### config.mk
export PLATFORM = sky130hd
export DESIGN_NAME = lb_win_ctrl
export DESIGN_NICKNAME = d
export VERILOG_FILES = /design/src/rtl/lb_win_ctrl.sv
export SDC_FILE = /design/constraint.sdc
export NUM_CORES = 1
export LEC_CHECK = 0
export CAP_MARGIN = 10
export CORE_MARGIN = 2
export CORE_UTILIZATION = 28
export CTS_BUF_LIST = sky130_fd_sc_hd__clkbuf_16
export CTS_CLUSTER_SIZE = 10
export DETAILED_ROUTE_END_ITERATION = 7
export SYNTH_ARGS = -nofsm -noshare
export SYNTH_HDL_FRONTEND = slang
export SYNTH_SLANG_ARGS = --single-unit
### constraint.sdc
create_clock -name lbc_clk -period 2.8 [get_ports lbc_clk]
set_clock_uncertainty 0.15 [all_clocks]
set_input_delay 0.28 -clock lbc_clk [delete_from_list [all_inputs] [get_ports lbc_clk]]
set_output_delay 0.28 -clock lbc_clk [all_outputs]
set_load 0.005 [all_outputs]
### src/rtl/lb_win_ctrl.sv
// Line-buffer window controller: pixel intake, window handshake, frame FSM.
// Optional LBC_STALL_CNT_EN adds a saturating window-stall counter output.
module lb_win_ctrl #(
  parameter int IMG_W  = 32,
  parameter int IMG_H  = 32,
  parameter int KERNEL = 5
) (
  input  logic                     lbc_clk,
  input  logic                     lbc_rst,
  input  logic                     start_i,
  input  logic                     pix_valid_i,
  output logic                     pix_ready_o,
  output logic                     sr_en_o,
  output logic                     win_valid_o,
  input  logic                     win_ready_i,
  output logic [$clog2(IMG_W)-1:0] win_row_o,
  output logic [$clog2(IMG_W)-1:0] win_col_o,
  output logic                     busy_o,
  output logic                     frame_done_o
`ifdef LBC_STALL_CNT_EN
  ,
  output logic [15:0]              stall_cnt_o
`endif
);

  localparam int CW = $clog2(IMG_W);
  localparam int RW = $clog2(IMG_H);
  localparam logic [CW-1:0] KM1C = CW'(KERNEL - 1);
  localparam logic [RW-1:0] KM1R = RW'(KERNEL - 1);
  localparam logic [CW-1:0] LASTC = CW'(IMG_W - 1);
  localparam logic [RW-1:0] LASTR = RW'(IMG_H - 1);

  typedef enum logic [1:0] {
    S_IDLE,
    S_RUN,
    S_DONE
  } state_t;

  state_t        state_q, state_d;
  logic [CW-1:0] in_col_q, in_col_d;
  logic [RW-1:0] in_row_q, in_row_d;
  logic          all_in_q, all_in_d;
  logic          win_valid_q, win_valid_d;
  logic [CW-1:0] win_row_q, win_row_d;
  logic [CW-1:0] win_col_q, win_col_d;

  logic accept;
  logic last_pix;
  logic gen;

  // Intake stalls while a window waits on the MAC.
  assign pix_ready_o = (state_q == S_RUN) && !all_in_q &&
                       !(win_valid_q && !win_ready_i);
  assign accept   = pix_valid_i && pix_ready_o;
  assign sr_en_o  = accept;
  assign last_pix = (in_col_q == LASTC) && (in_row_q == LASTR);
  assign gen      = accept && (in_row_q >= KM1R) && (in_col_q >= KM1C);

  assign win_valid_o  = win_valid_q;
  assign win_row_o    = win_row_q;
  assign win_col_o    = win_col_q;
  assign busy_o       = (state_q != S_IDLE);
  assign frame_done_o = (state_q == S_DONE);

  always_comb begin
    state_d     = state_q;
    in_col_d    = in_col_q;
    in_row_d    = in_row_q;
    all_in_d    = all_in_q;
    win_valid_d = win_valid_q;
    win_row_d   = win_row_q;
    win_col_d   = win_col_q;
    unique case (state_q)
      S_IDLE: begin
        if (start_i) begin
          state_d     = S_RUN;
          in_col_d    = '0;
          in_row_d    = '0;
          all_in_d    = 1'b0;
          win_valid_d = 1'b0;
        end
      end
      S_RUN: begin
        if (accept) begin
          if (in_col_q == LASTC) begin
            in_col_d = '0;
            in_row_d = (in_row_q == LASTR) ? '0 : in_row_q + 1'b1;
          end else begin
            in_col_d = in_col_q + 1'b1;
          end
          if (last_pix) all_in_d = 1'b1;
        end
        win_valid_d = gen || (win_valid_q && !win_ready_i);
        if (gen) begin
          win_row_d = CW'(in_row_q - KM1R);
          win_col_d = in_col_q - KM1C;
        end
        if (all_in_d && !win_valid_d) state_d = S_DONE;
      end
      S_DONE: begin
        state_d     = S_IDLE;
        in_col_d    = '0;
        in_row_d    = '0;
        all_in_d    = 1'b0;
        win_valid_d = 1'b0;
      end
      default: state_d = S_IDLE;
    endcase
  end

  always_ff @(posedge lbc_clk or posedge lbc_rst) begin
    if (lbc_rst) begin
      state_q     <= S_IDLE;
      in_col_q    <= '0;
      in_row_q    <= '0;
      all_in_q    <= 1'b0;
      win_valid_q <= 1'b0;
      win_row_q   <= '0;
      win_col_q   <= '0;
    end else begin
      state_q     <= state_d;
      in_col_q    <= in_col_d;
      in_row_q    <= in_row_d;
      all_in_q    <= all_in_d;
      win_valid_q <= win_valid_d;
      win_row_q   <= win_row_d;
      win_col_q   <= win_col_d;
    end
  end

`ifdef LBC_STALL_CNT_EN
  logic [15:0] stall_q, stall_d;

  always_comb begin
    stall_d = stall_q;
    if (state_q == S_IDLE && start_i) begin
      stall_d = '0;
    end else if (state_q == S_RUN && win_valid_q && !win_ready_i &&
                 stall_q != 16'hFFFF) begin
      stall_d = stall_q + 16'd1;
    end
  end

  always_ff @(posedge lbc_clk or posedge lbc_rst) begin
    if (lbc_rst) stall_q <= '0;
    else         stall_q <= stall_d;
  end

  assign stall_cnt_o = stall_q;
`endif

endmodule
Yosys cells after proc, flatten, opt, wreduce, memory -nomap -nowiden
Index checks and enable logic that the tools add are counted.
{ "classes": {"n_addsub": 4, "n_mul": 0, "div": 0, "magnitude_cmp": 2, "n_eq_ne": 8, "shift": 0, "mux": 17, "bitwise": 0, "n_reduce_logical": 21} }
{ "op_table": {"columns": ["op", "n"], "rows": [
  ["$mux 5", 6],
  ["$pmux 5 s3", 2],
  ["$add 5x1->5 const B", 2],
  ["$eq 5x5->1 const B", 2],
  ["$ge 5x3->1 const B", 2],
  ["$sub 5x3->5 const B", 2],
  ["$logic_and 1x1->1", 8],
  ["$pmux 1 s3", 2],
  ["$reduce_and 2->1", 3],
  ["$logic_not 1->1", 4],
  ["$mux 1", 4],
  ["$mux 2", 2],
  ["$ne 2x1->1 const B", 2],
  ["$ne 2x2->1 const B", 2],
  ["$pmux 2 s2", 1],
  ["$reduce_and 4->1", 1],
  ["$reduce_and 3->1", 1],
  ["$reduce_bool 3->1", 1],
  ["$eq 2x1->1 const B", 1],
  ["$eq 2x2->1 const B", 1],
  ["$logic_not 2->1", 1],
  ["$reduce_bool 2->1", 1],
  ["$logic_or 1x1->1", 1]
]} }
{ "word_totals": {"regBits": 24, "latch_bits": 0, "ramBits": 0, "romBits": 0, "input_bits": 5, "out_inout_bits": 15, "wordCells": 59, "mem_count": 0} }

Logic depth before layout (Yosys ltp)
{ "depth": {"depth_word": 12, "mapped_depth": 7, "ltp_nobuf": 7} }

Least setup slack after synthesis
No wires, ideal clock.
{ "synth_path": {"kind": "reg-to-reg", "from": "register in_col_q[0]", "to": "register win_col_q[0], in the netlist win_col_o[0]", "arrival_ns": 1.744, "required_ns": 2.525, "path_slack_ns": 0.781, "path_stages_with_launch": 8, "path_cell_list": "dfrtp_1 inv_1 ha_1 a2111oi_0 or2_1 nand2b_4 buf_6 mux2_4"} }
{ "synth_via": {"elab_chain_cells": 3, "word_cells_on_any_way": 4, "cone_classes": "add/sub: 1; order compare: 1; reduce/logical: 2"} }
{ "synth_lines": {"columns": ["element", "line_no", "text"], "rows": [
  ["start, declared", "40", "logic [CW-1:0] in_col_q, in_col_d;"],
  ["start signal, assigned", "122", "in_col_q <= in_col_d;"],
  ["$ge 5x3->1", "57", "assign gen = accept && (in_row_q >= KM1R) && (in_col_q >= KM1C);"],
  ["$logic_and 1x1->1", "57", null],
  ["$reduce_and 2->1 (no line)", null, null],
  ["end signal, assigned", "127", "win_col_q <= win_col_d;"],
  ["end, declared", "45", "logic [CW-1:0] win_col_q, win_col_d;"]
]} }
Several ways; a longest one is shown, not always the timed one.
A chain may end at the register's enable or synchronous reset.

Worst setup path after layout
{ "layout_path": {"from": "input pix_valid_i", "to": "output sr_en_o"} }
{ "layout_via": {"elab_chain_cells": 1} }
{ "layout_lines": {"columns": ["element", "line_no", "text"], "rows": [
  ["start, declared", "11", "input logic pix_valid_i,"],
  ["$logic_and 1x1->1", "54", "assign accept = pix_valid_i && pix_ready_o;"],
  ["end, declared", "13", "output logic sr_en_o,"]
]} }
Every way passes these cells.

==> results.md <==
- Synth Cell Area: between 1000 and 1500 µm²
- Hold Violations, Final: 0
- Worst Setup EP: sr_en_o
- FF-to-FF setup slack: around 0.53 ns
- Clock net sink count: 24
- FFs w/ async S/R, synth: 100%
- Worst Hold Class: primary input to asynchronous set/reset pin
- Max VDD drop: 0.000310 V
- Cell count after synthesis: 131
- Reg-to-reg endpoint: win_row_o[4]
- Leakage: approximately 0.77 nW
- Setup-failing EPs final: 0
- Worst setup SP type: primary input
- Crit Path Class: primary input to output pin
- CTS Buffer Depth: 2
- CTS tree: built
- Dominant synthesized flop cell: dfrtp_1
- Worst Setup End Kind: output pin
- Die Wd: ~74 µm
- Most Frequent Cell on Critical Path: clkdlybuf4s50_1
- Number of synthesized register bits: 24
- Full die area: between 5000 and 6000 µm²
- Worst slew pin tran: 0.341 ns
- First-pass GRT wire length: between 4000 and 5000 µm
- Average wire per standard cell: ~12 µm
- Starting DRT DRC Count: 36
- CP Data Required Time: 2.37 ns
- Max_cap viols: 0
- Fraction of layout cells with a size suffix above 1: 11.8%
- Synth top area share: a little over two fifths
- Vias per cell: 4.56
- DRT antenna net count: 0
- Area leader, netlist: dfrtp_1
- Nets@finish: ~170
- Maximum clock rate: 441 MHz
- PortBufs: 19
- Largest cells by area after synthesis: dfrtp_1 44%, ha_1 11%, mux2_4 4.4%, nand2_1 4.1%, o21ai_1 4.0%
- Setup bufs post-CTS: 0
- Core Box Area: 4720 µm²
- RSZ-0062 raised after global routing: false
- PD cells: 745 nW/µm²
- Initial DRT Pass Iterations: 4
- Delay of the slowest cell on the worst path: between 0.5 and 0.6 ns
- DP HPWL: between 2000 and 2500 µm
- Worst r2r src: in_col_q[0]
- Crit share post-route: 81.0%
- Min Tclk post-route: 2.27 ns
- Sequential share of the synthesized area: 43.8%
- Post-CTS Hold Buffers: 0
- Initial antenna violation count: 0
- Vias in the first global route: 982
- EDFF count, synth: 0
- DRC viols: 0
- Slowest cell on crit path: clkdlybuf4s50_1
- Critical path, cell by cell: clkdlybuf4s50_1 -> nor2b_1 -> nand3_4 -> clkinv_2 -> clkdlybuf4s50_1
- Root Buffer: clkbuf_16
- Syn-to-layout area delta: 25.2%
- Yosys warning total: 0
- H-tree depth: 1
- Max-Slew Margin vs Limit: around 77%
- Worst Setup SP: pix_valid_i
- CTS Buf Count: 3
- Setup ws final: roughly 0.53 ns
- Row count: 25
- Max-slew violations: 0
- Boundary Pins: 20
- Netlist cell types: 41
- GP Congestion: 0.798
- Total GRT Usage: 10.9%
- Pre-CTS worst setup slack: 0.519 ns
- Setup TNS: 0 ns
- Die Span Y: 74.0 µm
- Synthesized Nets: 148
- Critical path data arrival time: 1.84 ns
- Routed wire length: 2710 µm
- Syn avg cell area: 10.5 µm²
- Maximum fanout along the worst path: 9
- Largest net degree at the start of global routing: 25
- Status: completed
- Ant diodes: 0
- Post-cts resize count: 0
- GRT Residual Overflow: 0
- Clk Latency, worst-skew pair: 0.26 ns
- Vias: 1,004
- R2r worst-path depth: 6
- Clock transition at path regs: 0.06 ns
- Hold WS: roughly 0.22 ns
- Initial Util: 29.0%
[per-stage QoR]
step	area, µm²	std cells	utilization [%]	power [mW]
after floorplan	1370	131	-	0.773
after global placement	1640	217	34.7	0.981
after detailed placement	1640	217	34.7	0.980
after CTS	1720	220	36.3	1.29
after global routing	1720	220	36.3	1.38
final	1720	220	36.3	1.28
[registers in the layout, summed over array words and instances, names as in the netlist]
signal and flops:
all_in_q 1, in_col_q 5, in_row_q 5, state_q 2, win_col_o 5, win_row_o 5
win_valid_o 1
[worst max-delay path: cells and delay by family]
family                 cells  cell delay, ns
buffers and inverters      3            1.18
AND/OR/NAND/NOR            2            0.38
[power breakdown]
group | total [mW] | switching (mW) | internal (mW) | leakage, nW
sequential | 0.512 | 0.0902 | 0.421 | 0.328
combinational | 0.457 | 0.215 | 0.242 | 0.403
clock | 0.309 | 0.120 | 0.189 | 0.0370
[worst min path at each step]
| stage | to | slack (ns) | depth (start not counted) |
|---|---|---|---|
| final | in_row_q[3] | 0.22 | 3 |
| after global routing | win_row_o[4] | 0.28 | 3 |
| after CTS | win_col_o[2] | 0.24 | 3 |
| after detailed placement | win_row_o[4] | 0.35 | 1 |
| after global placement | win_row_o[4] | 0.33 | 1 |
| after floorplan | all_in_q | 0.14 | 1 |
[cells by family (layout without fill, tap and decap cells)]
| kind of cell | count (synthesis) | after routing | synth area share, % |
|---|---|---|---|
| AOI/OAI and AO/OA | 33 | 33 | 16.2 |
| adders and majority gates | 12 | 12 | 11.0 |
| DFF | 24 | 24 | 43.8 |
| buffers and inverters | 13 | 35 | 4.20 |
| and+or+nand+nor | 41 | 41 | 17.5 |
| muxes | 6 | 6 | 6.03 |
| xor gates and xnor gates | 2 | 2 | 1.28 |
[cell usage in the layout (no fill, tap or decap), types with 3 or more instances in the layout]
cell,synthesis,final
nor2_1,6,6
o21ai_1,11,11
o21ai_0,8,8
ha_1,12,12
clkdlybuf4s50_1,0,19
mux2_4,4,4
nand2_1,15,15
clkbuf_16,0,3
dfrtp_1,24,24
inv_1,11,11
nor2b_1,3,3
[metal layers]
metal / GRT usage (%) / wire, µm / vias up
met1: 16.4 / 1430 / 468
li1: - / - / 507
met5: 0 / 0 / -
met2: 15.2 / 1150 / 25
met3: 2.85 / 107 / 4
met4: 3.23 / 25 / 0
[final cells by class]
type                       count  area [µm²]
fill                         480        3010
clock buffer                   3        75.1
timing repair buffer          20         198
sequential                    24         601
tap                           67        83.8
inverter                      12        46.3
multi-input combinational     94         712
[synthesized netlist by cell type (all sizes together), types with 2 or more instances]
cell / number
a2111oi: 2
and2: 2
dfrtp: 24
ha: 12
inv: 11
mux2: 6
nand2: 16
nand2b: 2
nand3: 3
nor2: 6
nor2b: 3
o21ai: 19
or2: 2
xor2: 2
Power figures use the tool's default switching activity.
